--- src/rtl/rename_reg_file_if.sv ---
// Bus between decoder/dispatch + ROB (master side) and the rename register file (slave side).
interface rename_reg_file_if #(
    parameter int unsigned ROB_W = 4
);
    localparam int unsigned REG_W = 5;
    localparam int unsigned XLEN  = 32;

    // Pipeline control
    logic               rdy_in;
    logic               clear;

    // ROB commit port
    logic [REG_W-1:0]   commit_reg_id;
    logic [XLEN-1:0]    commit_val;
    logic [ROB_W-1:0]   commit_rob_id;

    // Dispatch rename port
    logic [REG_W-1:0]   rename_reg_id;
    logic [ROB_W-1:0]   rename_rob_id;

    // Decoder source operands
    logic [REG_W-1:0]   rs1_reg;
    logic [REG_W-1:0]   rs2_reg;

    // ROB readiness query
    logic [ROB_W-1:0]   rob_rs1_id;
    logic               rob_rs1_ready;
    logic [XLEN-1:0]    rob_rs1_val;
    logic [ROB_W-1:0]   rob_rs2_id;
    logic               rob_rs2_ready;
    logic [XLEN-1:0]    rob_rs2_val;

    // Resolved operands
    logic               rs1_dep;
    logic [ROB_W-1:0]   rs1_rob_id;
    logic [XLEN-1:0]    rs1_val;
    logic               rs2_dep;
    logic [ROB_W-1:0]   rs2_rob_id;
    logic [XLEN-1:0]    rs2_val;

    modport master (
        output rdy_in, clear,
        output commit_reg_id, commit_val, commit_rob_id,
        output rename_reg_id, rename_rob_id,
        output rs1_reg, rs2_reg,
        output rob_rs1_ready, rob_rs1_val, rob_rs2_ready, rob_rs2_val,
        input  rob_rs1_id, rob_rs2_id,
        input  rs1_dep, rs1_rob_id, rs1_val,
        input  rs2_dep, rs2_rob_id, rs2_val
    );

    modport slave (
        input  rdy_in, clear,
        input  commit_reg_id, commit_val, commit_rob_id,
        input  rename_reg_id, rename_rob_id,
        input  rs1_reg, rs2_reg,
        input  rob_rs1_ready, rob_rs1_val, rob_rs2_ready, rob_rs2_val,
        output rob_rs1_id, rob_rs2_id,
        output rs1_dep, rs1_rob_id, rs1_val,
        output rs2_dep, rs2_rob_id, rs2_val
    );
endinterface

--- src/rtl/rename_reg_file.sv ---
// Architectural register file with per-register rename tags.
// Holds committed values, tracks the producing ROB entry of each register and
// resolves decoder source operands into a value or a pending ROB tag.
// Queries are combinational and see the state before this cycle's update.
module rename_reg_file #(
    parameter int unsigned ROB_W = 4
) (
    input  logic              clk_in,
    input  logic              rst_in,
    rename_reg_file_if.slave  bus
);
    localparam int unsigned REG_NUM = 32;
    localparam int unsigned REG_W   = 5;
    localparam int unsigned XLEN    = 32;

    logic [XLEN-1:0]    val_q [REG_NUM];
    logic [XLEN-1:0]    val_d [REG_NUM];
    logic [ROB_W-1:0]   tag_q [REG_NUM];
    logic [ROB_W-1:0]   tag_d [REG_NUM];
    logic [REG_NUM-1:0] busy_q;
    logic [REG_NUM-1:0] busy_d;

    logic [REG_NUM-1:0] commit_sel_c;
    logic [REG_NUM-1:0] rename_sel_c;
    logic [REG_NUM-1:0] retire_sel_c;

    logic               rs1_busy_c;
    logic [ROB_W-1:0]   rs1_tag_c;
    logic               rs2_busy_c;
    logic [ROB_W-1:0]   rs2_tag_c;

    // One-hot decode of commit/rename targets; bit 0 masked so x0 is never touched
    always_comb begin
        commit_sel_c = '0;
        rename_sel_c = '0;
        if (bus.commit_reg_id != '0) begin
            commit_sel_c = REG_NUM'(1) << bus.commit_reg_id;
        end
        if ((bus.rename_reg_id != '0) && !bus.clear) begin
            rename_sel_c = REG_NUM'(1) << bus.rename_reg_id;
        end
        commit_sel_c[0] = 1'b0;
        rename_sel_c[0] = 1'b0;
    end

    // Commit releases a register only if it is the latest producer and not re-renamed now
    always_comb begin
        retire_sel_c = '0;
        for (int unsigned i = 1; i < REG_NUM; i++) begin
            retire_sel_c[i] = commit_sel_c[i] && busy_q[i] &&
                              (tag_q[i] == bus.commit_rob_id) && !rename_sel_c[i];
        end
    end

    // Next-state: commit writes value, clear drops all busy, rename claims a register
    always_comb begin
        val_d  = val_q;
        tag_d  = tag_q;
        busy_d = busy_q;
        if (bus.rdy_in) begin
            for (int unsigned i = 1; i < REG_NUM; i++) begin
                if (commit_sel_c[i]) begin
                    val_d[i] = bus.commit_val;
                end
                if (bus.clear) begin
                    busy_d[i] = 1'b0;
                end else if (rename_sel_c[i]) begin
                    busy_d[i] = 1'b1;
                    tag_d[i]  = bus.rename_rob_id;
                end else if (retire_sel_c[i]) begin
                    busy_d[i] = 1'b0;
                end
            end
        end
    end

    // State registers with asynchronous active-low reset
    always_ff @(posedge clk_in or negedge rst_in) begin
        if (!rst_in) begin
            for (int unsigned i = 0; i < REG_NUM; i++) begin
                val_q[i] <= '0;
                tag_q[i] <= '0;
            end
            busy_q <= '0;
        end else begin
            for (int unsigned i = 0; i < REG_NUM; i++) begin
                val_q[i] <= val_d[i];
                tag_q[i] <= tag_d[i];
            end
            busy_q <= busy_d;
        end
    end

    // Source 1 lookup: current producer tag and busy flag
    always_comb begin
        rs1_busy_c = busy_q[bus.rs1_reg];
        rs1_tag_c  = tag_q[bus.rs1_reg];
    end

    // Source 2 lookup: current producer tag and busy flag
    always_comb begin
        rs2_busy_c = busy_q[bus.rs2_reg];
        rs2_tag_c  = tag_q[bus.rs2_reg];
    end

    // Source 1 resolve: committed value, same-cycle commit bypass, ROB forward, or wait
    always_comb begin
        bus.rob_rs1_id = rs1_tag_c;
        bus.rs1_dep    = 1'b0;
        bus.rs1_rob_id = '0;
        bus.rs1_val    = '0;
        if (!rs1_busy_c) begin
            bus.rs1_val = val_q[bus.rs1_reg];
        end else if ((bus.commit_reg_id == bus.rs1_reg) &&
                     (bus.commit_rob_id == rs1_tag_c)) begin
            bus.rs1_val = bus.commit_val;
        end else if (bus.rob_rs1_ready) begin
            bus.rs1_val = bus.rob_rs1_val;
        end else begin
            bus.rs1_dep    = 1'b1;
            bus.rs1_rob_id = rs1_tag_c;
        end
    end

    // Source 2 resolve: committed value, same-cycle commit bypass, ROB forward, or wait
    always_comb begin
        bus.rob_rs2_id = rs2_tag_c;
        bus.rs2_dep    = 1'b0;
        bus.rs2_rob_id = '0;
        bus.rs2_val    = '0;
        if (!rs2_busy_c) begin
            bus.rs2_val = val_q[bus.rs2_reg];
        end else if ((bus.commit_reg_id == bus.rs2_reg) &&
                     (bus.commit_rob_id == rs2_tag_c)) begin
            bus.rs2_val = bus.commit_val;
        end else if (bus.rob_rs2_ready) begin
            bus.rs2_val = bus.rob_rs2_val;
        end else begin
            bus.rs2_dep    = 1'b1;
            bus.rs2_rob_id = rs2_tag_c;
        end
    end

endmodule

--- src/flat_wrapper.sv ---
// flat-port wrapper written by rule: the top's interface ports become plain ports
module rename_reg_file_flat 
#(
    parameter int unsigned ROB_W = 4
)
  (clk_in, rst_in, bus_rdy_in, bus_clear, bus_commit_reg_id, bus_commit_val, bus_commit_rob_id, bus_rename_reg_id, bus_rename_rob_id, bus_rs1_reg, bus_rs2_reg, bus_rob_rs1_ready, bus_rob_rs1_val, bus_rob_rs2_ready, bus_rob_rs2_val, bus_rob_rs1_id, bus_rob_rs2_id, bus_rs1_dep, bus_rs1_rob_id, bus_rs1_val, bus_rs2_dep, bus_rs2_rob_id, bus_rs2_val);
  rename_reg_file_if #(.ROB_W(ROB_W)) bus_i ();
  input  logic clk_in;
  input  logic rst_in;
  input wire logic [$bits(bus_i.rdy_in)-1:0] bus_rdy_in;
  input wire logic [$bits(bus_i.clear)-1:0] bus_clear;
  input wire logic [$bits(bus_i.commit_reg_id)-1:0] bus_commit_reg_id;
  input wire logic [$bits(bus_i.commit_val)-1:0] bus_commit_val;
  input wire logic [$bits(bus_i.commit_rob_id)-1:0] bus_commit_rob_id;
  input wire logic [$bits(bus_i.rename_reg_id)-1:0] bus_rename_reg_id;
  input wire logic [$bits(bus_i.rename_rob_id)-1:0] bus_rename_rob_id;
  input wire logic [$bits(bus_i.rs1_reg)-1:0] bus_rs1_reg;
  input wire logic [$bits(bus_i.rs2_reg)-1:0] bus_rs2_reg;
  input wire logic [$bits(bus_i.rob_rs1_ready)-1:0] bus_rob_rs1_ready;
  input wire logic [$bits(bus_i.rob_rs1_val)-1:0] bus_rob_rs1_val;
  input wire logic [$bits(bus_i.rob_rs2_ready)-1:0] bus_rob_rs2_ready;
  input wire logic [$bits(bus_i.rob_rs2_val)-1:0] bus_rob_rs2_val;
  output wire logic [$bits(bus_i.rob_rs1_id)-1:0] bus_rob_rs1_id;
  output wire logic [$bits(bus_i.rob_rs2_id)-1:0] bus_rob_rs2_id;
  output wire logic [$bits(bus_i.rs1_dep)-1:0] bus_rs1_dep;
  output wire logic [$bits(bus_i.rs1_rob_id)-1:0] bus_rs1_rob_id;
  output wire logic [$bits(bus_i.rs1_val)-1:0] bus_rs1_val;
  output wire logic [$bits(bus_i.rs2_dep)-1:0] bus_rs2_dep;
  output wire logic [$bits(bus_i.rs2_rob_id)-1:0] bus_rs2_rob_id;
  output wire logic [$bits(bus_i.rs2_val)-1:0] bus_rs2_val;
  assign bus_i.rdy_in = bus_rdy_in;
  assign bus_i.clear = bus_clear;
  assign bus_i.commit_reg_id = bus_commit_reg_id;
  assign bus_i.commit_val = bus_commit_val;
  assign bus_i.commit_rob_id = bus_commit_rob_id;
  assign bus_i.rename_reg_id = bus_rename_reg_id;
  assign bus_i.rename_rob_id = bus_rename_rob_id;
  assign bus_i.rs1_reg = bus_rs1_reg;
  assign bus_i.rs2_reg = bus_rs2_reg;
  assign bus_i.rob_rs1_ready = bus_rob_rs1_ready;
  assign bus_i.rob_rs1_val = bus_rob_rs1_val;
  assign bus_i.rob_rs2_ready = bus_rob_rs2_ready;
  assign bus_i.rob_rs2_val = bus_rob_rs2_val;
  assign bus_rob_rs1_id = bus_i.rob_rs1_id;
  assign bus_rob_rs2_id = bus_i.rob_rs2_id;
  assign bus_rs1_dep = bus_i.rs1_dep;
  assign bus_rs1_rob_id = bus_i.rs1_rob_id;
  assign bus_rs1_val = bus_i.rs1_val;
  assign bus_rs2_dep = bus_i.rs2_dep;
  assign bus_rs2_rob_id = bus_i.rs2_rob_id;
  assign bus_rs2_val = bus_i.rs2_val;
  rename_reg_file #(.ROB_W(ROB_W)) u_core (.clk_in(clk_in), .rst_in(rst_in), .bus(bus_i));
endmodule
--- config.mk ---
export PLATFORM = sky130hd
export DESIGN_NAME = rename_reg_file_flat
export DESIGN_NICKNAME = d
export VERILOG_FILES = /design/src/rtl/rename_reg_file_if.sv /design/src/rtl/rename_reg_file.sv /design/src/flat_wrapper.sv
export SDC_FILE = /design/constraint.sdc
export NUM_CORES = 2
export LEC_CHECK = 0
export CORE_UTILIZATION = 60
export DETAILED_ROUTE_END_ITERATION = 16
export GPL_TIMING_DRIVEN = 0
export HOLD_SLACK_MARGIN = 0.03
export PLACE_DENSITY = 0.78
export RECOVER_POWER = 50
export SETUP_SLACK_MARGIN = 0.5
export SLEW_MARGIN = 20
export SYNTH_ARGS = -nofsm -noshare
export SYNTH_HDL_FRONTEND = slang
export SYNTH_SLANG_ARGS = --single-unit
--- constraint.sdc ---
create_clock -name clk_in -period 10.62 [get_ports clk_in]
set_input_delay 1.593 -clock clk_in [delete_from_list [all_inputs] [get_ports clk_in]]
set_output_delay 1.593 -clock clk_in [all_outputs]
set_load 0.01 [all_outputs]
Yosys cells after proc, flatten, opt, wreduce, memory -nomap -nowiden

Cells that the tools add are included.

Word-level logic and storage cells: 520
Input bits: 130
Flip-flop bits (word level): 1,147
Output and inout port bits: 82

$lt $le $gt $ge: 4
Shift operators: 2
Bitwise logic cells: 3
Reduce and logical (&&, ||, !) cells: 254
Mux-type cells: 129
Eq/ne operators: 35

Operators by type and width:

| operator                                                                     | number |
|---|---|
| 32-bit 2-to-1 mux                                                            | 12 |
| 32-bit binary-select mux with 5-bit select                                   | 2 |
| 4-bit equality test                                                          | 33 |
| 2-bit AND reduction                                                          | 62 |
| 1-bit 2-to-1 mux                                                             | 101 |
| 1-bit logical AND                                                            | 96 |
| 3-bit AND reduction                                                          | 31 |
| 3-bit nonzero test                                                           | 31 |
| 1-bit by 5-bit left shift with 32-bit output, first input constant           | 2 |
| 4-bit binary-select mux with 5-bit select                                    | 2 |
| 4-bit 2-to-1 mux                                                             | 10 |
| 1-bit logical NOT                                                            | 32 |
| 6-bit greater-or-equal comparator, second input constant                     | 2 |
| 5-bit by 6-bit less-than comparator with 1-bit output, second input constant | 2 |
| 5-bit inverter with 6-bit output                                             | 2 |
| 1-bit binary-select mux with 5-bit select                                    | 2 |
| 5-bit equality test                                                          | 2 |
| 5-bit nonzero test                                                           | 2 |
| 1-bit inverter                                                               | 1 |

Logic depth before layout (Yosys ltp)

Depth in word-level cells: 8
Gate-level depth with buffers: 14
Gate-level depth less buffers: 8

Least setup slack after synthesis

Ideal clock, no wire load.

Kind: input port to output port
Start point: input bus_rs2_reg[0]
End point: output bus_rs2_val[27]
Slack: 4.839 ns
Data arrival time: 4.188 ns
Stages on the path: 11
Required time: 9.027 ns
Path buffers: 5
Cells stage by stage: buf_6 > buf_6 > buf_4 > mux4_2 > a311oi_1 > mux2i_1 > nand4_1 > buf_2 > buf_4 > or3b_1 > a31oi_1

Cells in the longest elaborated chain, start to end: 8
Elaborated cells on any way between the ends: 14
Those cells by class: 2 x eq/ne; 10 x mux; 1 x bitwise; 1 x reduce/logical

RTL lines:

| item                                                   | line                                           | RTL |
|---|---|---|
| from (decl)                                            | flat_wrapper.sv:18                             | `input wire logic [$bits(bus_i.rs2_reg)-1:0] bus_rs2_reg;` |
| 5-bit inverter with 6-bit output (not written as such) | rename_reg_file.sv:103, rename_reg_file.sv:132 |  |
| 4-bit binary-select mux with 5-bit select              | rename_reg_file.sv:103                         | `rs2_tag_c = tag_q[bus.rs2_reg];` |
| 4-bit 2-to-1 mux (not written as such) (2 in series)   | rename_reg_file.sv:103                         |  |
| 4-bit equality test                                    | rename_reg_file.sv:134                         | `(bus.commit_rob_id == rs2_tag_c)) begin` |
| 1-bit logical AND                                      | rename_reg_file.sv:133                         | `end else if ((bus.commit_reg_id == bus.rs2_reg) &&` |
| 32-bit 2-to-1 mux                                      | rename_reg_file.sv:133                         |  |
| 32-bit 2-to-1 mux *                                    | rename_reg_file.sv:131                         | `if (!rs2_busy_c) begin` |
| to (decl)                                              | flat_wrapper.sv:30                             | `output wire logic [$bits(bus_i.rs2_val)-1:0] bus_rs2_val;` |

Mark *: on every way between the ends. The rest lies on a longest branch, timed or not. The select of a mux whose other input is x is not followed.

Final worst setup path

Start point: input bus_rs2_reg[1]
End point: output bus_rs2_val[26]

Same word-level chain as after synthesis.

==> metrics.txt <==
TritonCTS clock tree=done; P&R area growth vs syn=12.4%; pwr/cell area=184 nW/um^2; clock root cell=clkbuf_16; Clock Path Buffers=3; CTS buffer count=119; TNS Setup=0 ns; Synth Instances=4378; final count of hold timing violations=0; Ports=212; r2r endpoint=u_core.busy_q[15]$_DFFE_PN0P_; RSZ-0062 raised after global routing=false; hold_buf cts=0; IR drop worst, VDD=0.140 mV; most common flop cell mapped by yosys=dfrtp_1; Hold WC Path Type=flip-flop to flip-flop; largest cells by area after synthesis=dfrtp_1 44%, mux4_2 22%, mux2_2 21%; final net count=4838; post-CTS setup buffers=0; all-layer global routing usage=44.3%; DR iter-0 viols=6231; Sink Count=1147; CP Class=primary input to output port; CP dominant cell by count=clkdlybuf4s50_1; Routed WL=238000 um; sequential fraction of the synthesis area=44.3%; Startpoint Class=primary input; DIE WIDTH=330 um; htree depth=3; Layout Skew=0.00839 ns; status=finished, violations left; Sw Pwr=3.85 mW; fin. max-slew vios=844; layout cells sized above 1=46.0%; Pwr Total=13.4 mW; Mapped Area=64700 um^2; drt wl/cell=38.3 um; max cap viols=7; CP peak stage delay=0.79 ns; slowest CP cell=clkbuf_1; Slew headroom=-195%; clock-pin slew on the worst setup and hold paths=0.06 ns; Via density=7.53; Ys Warns=0; Worst Hold Path EP=u_core.val_q[164]$_DFFE_PN0P_; Synth area leader=dfrtp_1; register-to-register setup slack=8.63 ns; worst r2r src=u_core.tag_q[67]$_DFFE_PN0P_; sequential power share=43.5%; row count=120; CP Max Fanout=10; placer's final routability congestion estimate=1.01; Hold Path Cell Cnt=1; power share of the clock group=32.7%; synthesized net count=4508; library cells used by synthesis=60; Die H=330 um; Least-Margin Pin Slew=4.43 ns; internal power consumption=9.55 mW; Arrival @ worst endpoint=8.00 ns; share of power burned in combinational logic=23.7%; grt total ovfl=0; PostCTS Resize Cnt=0; Post-route DRC=0; Post-synth EDFFs=0; PortBufs=195; ANT nets after route=0; Final Cycle Share=90.3%; sw frac=28.8%; CP endpoint kind=output port; DPL Wire Length=163000 um; core area=107000 um^2; Tmin final=9.59 ns; worst reg2reg path depth=4; largest net degree at the start of global routing=152; Critical Path RT=9.03 ns; violated checks=max-capacitance violations, max-slew violations; synthesized flop and latch total=1147; setup violators final=0; antenna violations before repair=6; top achievable clock speed=104 MHz; Pleak=30.9 nW; Avg Inst Size Synth=14.8 um^2; vias=46800; Initial DRT Pass Iterations=8; Hold Crit Start=u_core.val_q[164]$_DFFE_PN0P_; Initial Util=60.5%; die area=109000 um^2; vias in the first global route=47400; first-pass GRT wire length=337000 um; Hold WS=0.522 ns; CP Cell Sequence=clkdlybuf4s50_1, buf_4, mux2_1, a22o_1, a221oi_1, o21ai_1, a21oi_2, xnor2_1, clkbuf_1, clkbuf_2, buf_1, o211ai_1, a31oi_1, clkdlybuf4s50_1; top cell type's share of synthesized area=44.3%; clk_lat worst skew=0.73 ns; Synth async-reset ratio=100%
==> synth_stat cells (13+ instances only) <==
cell type  instances
nand2_1           70
clkbuf_1         333
mux2_2          1191
or3b_1            32
a31oi_1           70
buf_2             44
mux2i_1           61
nand3_1           13
buf_1             83
a22o_1            69
nor2_1           170
dfrtp_1         1147
mux4_2           639
a22oi_1           38
xnor2_1           69
xor2_1            69
nor2b_1           14
o211ai_1          80
a31o_2            16
nor4_1            20
nand4_1           17
==> worst max path at each step <==
stage | start | to | slack (ns)
after floorplan | bus_rs2_reg[0] | bus_rs2_val[27] | 4.84
after global placement | rst_in | u_core.val_q[144]$_DFFE_PN0P_ | -44.34
after detailed placement | bus_rs2_reg[1] | bus_rs2_val[26] | 1.33
after CTS | bus_rs2_reg[1] | bus_rs2_val[26] | 1.32
after global routing | rst_in | u_core.val_q[409]$_DFFE_PN0P_ | 0.57
final | bus_rs2_reg[1] | bus_rs2_val[26] | 1.03
==> power groups by stage <==
stage / clock network (mW) / registers, mW / logic [mW]
2_1_floorplan: 0 / 5.63 / 2.20
3_3_place_gp: 0 / 5.82 / 3.02
3_5_place_dp: 0 / 5.86 / 3.11
4_1_cts: 4.37 / 5.79 / 3.13
5_1_grt: 4.53 / 5.92 / 3.32
6_report: 4.39 / 5.83 / 3.18
==> state kept, by name, indices dropped and copies added, names as in the netlist <==
signal / flops
u_core.busy_q: 31
u_core.tag_q: 124
u_core.val_q: 992
==> final cells by class <==
class	instances	area, um^2
diodes	6	15.0
plain buffers	480	2060
clock buffers	177	3570
clock inverters	36	458
fillers	7418	34300
inverters	9	33.8
multi-input cells	2742	34100
flip-flops and latches	1147	28700
well taps	1403	1760
repair buffers	209	2120
==> cell families after synthesis <==
group	synth area share, %
AO/OA/AOI/OAI	3.74
XOR/XNOR	1.87
buffers and inverters	3.09
flip-flops	44.3
multiplexers	43.9
AND/OR/NAND/NOR	3.05
==> stage by stage <==
step	std cells	util, %	setup slack [ns]	area [um^2]
floorplan	4378	-	4.84	64700
global placement	5976	63.9	-44.34	68400
detailed placement	5988	64.3	1.33	68800
CTS	6201	68.1	1.32	72900
global route	6204	68.0	0.574	72800
finish	6209	68.0	1.03	72800
==> worst max-delay path: cells and delay by family <==
family | cells | cell delay, ns
XOR/XNOR | 1 | 0.42
multiplexers | 1 | 0.37
buffers and inverters | 6 | 3.63
AO/OA/AOI/OAI | 6 | 1.99
==> per-layer routing <==
| metal | routed length [um] | global-route usage [%] | vias up |
|---|---|---|---|
| met4 | 19000 | 29.3 | 8 |
| li1 | - | - | 17700 |
| met1 | 83000 | 55.6 | 24400 |
| met2 | 103000 | 63.2 | 3612 |
| met3 | 32900 | 18.5 | 1034 |
| met5 | 221 | 1.39 | - |
==> placed cells by master, fill, tap and decap left out, types with 17 or more instances in the layout <==
cell type        count
dfrtp_1           1147
xnor2_1             69
clkbuf_16          123
nor2_1             169
nand2_1             70
clkinv_2            21
buf_2               65
buf_1               57
clkbuf_1           307
a31oi_1             70
clkbuf_2            63
nor4_1              19
xor2_1              69
a22oi_1             38
mux4_2             639
clkdlybuf4s50_1    193
clkbuf_8            29
nand4_1             17
or3b_1              32
o211ai_1            80
mux2i_1             60
a22o_1              69
mux2_2            1191
Power figures use the tool's default switching activity.
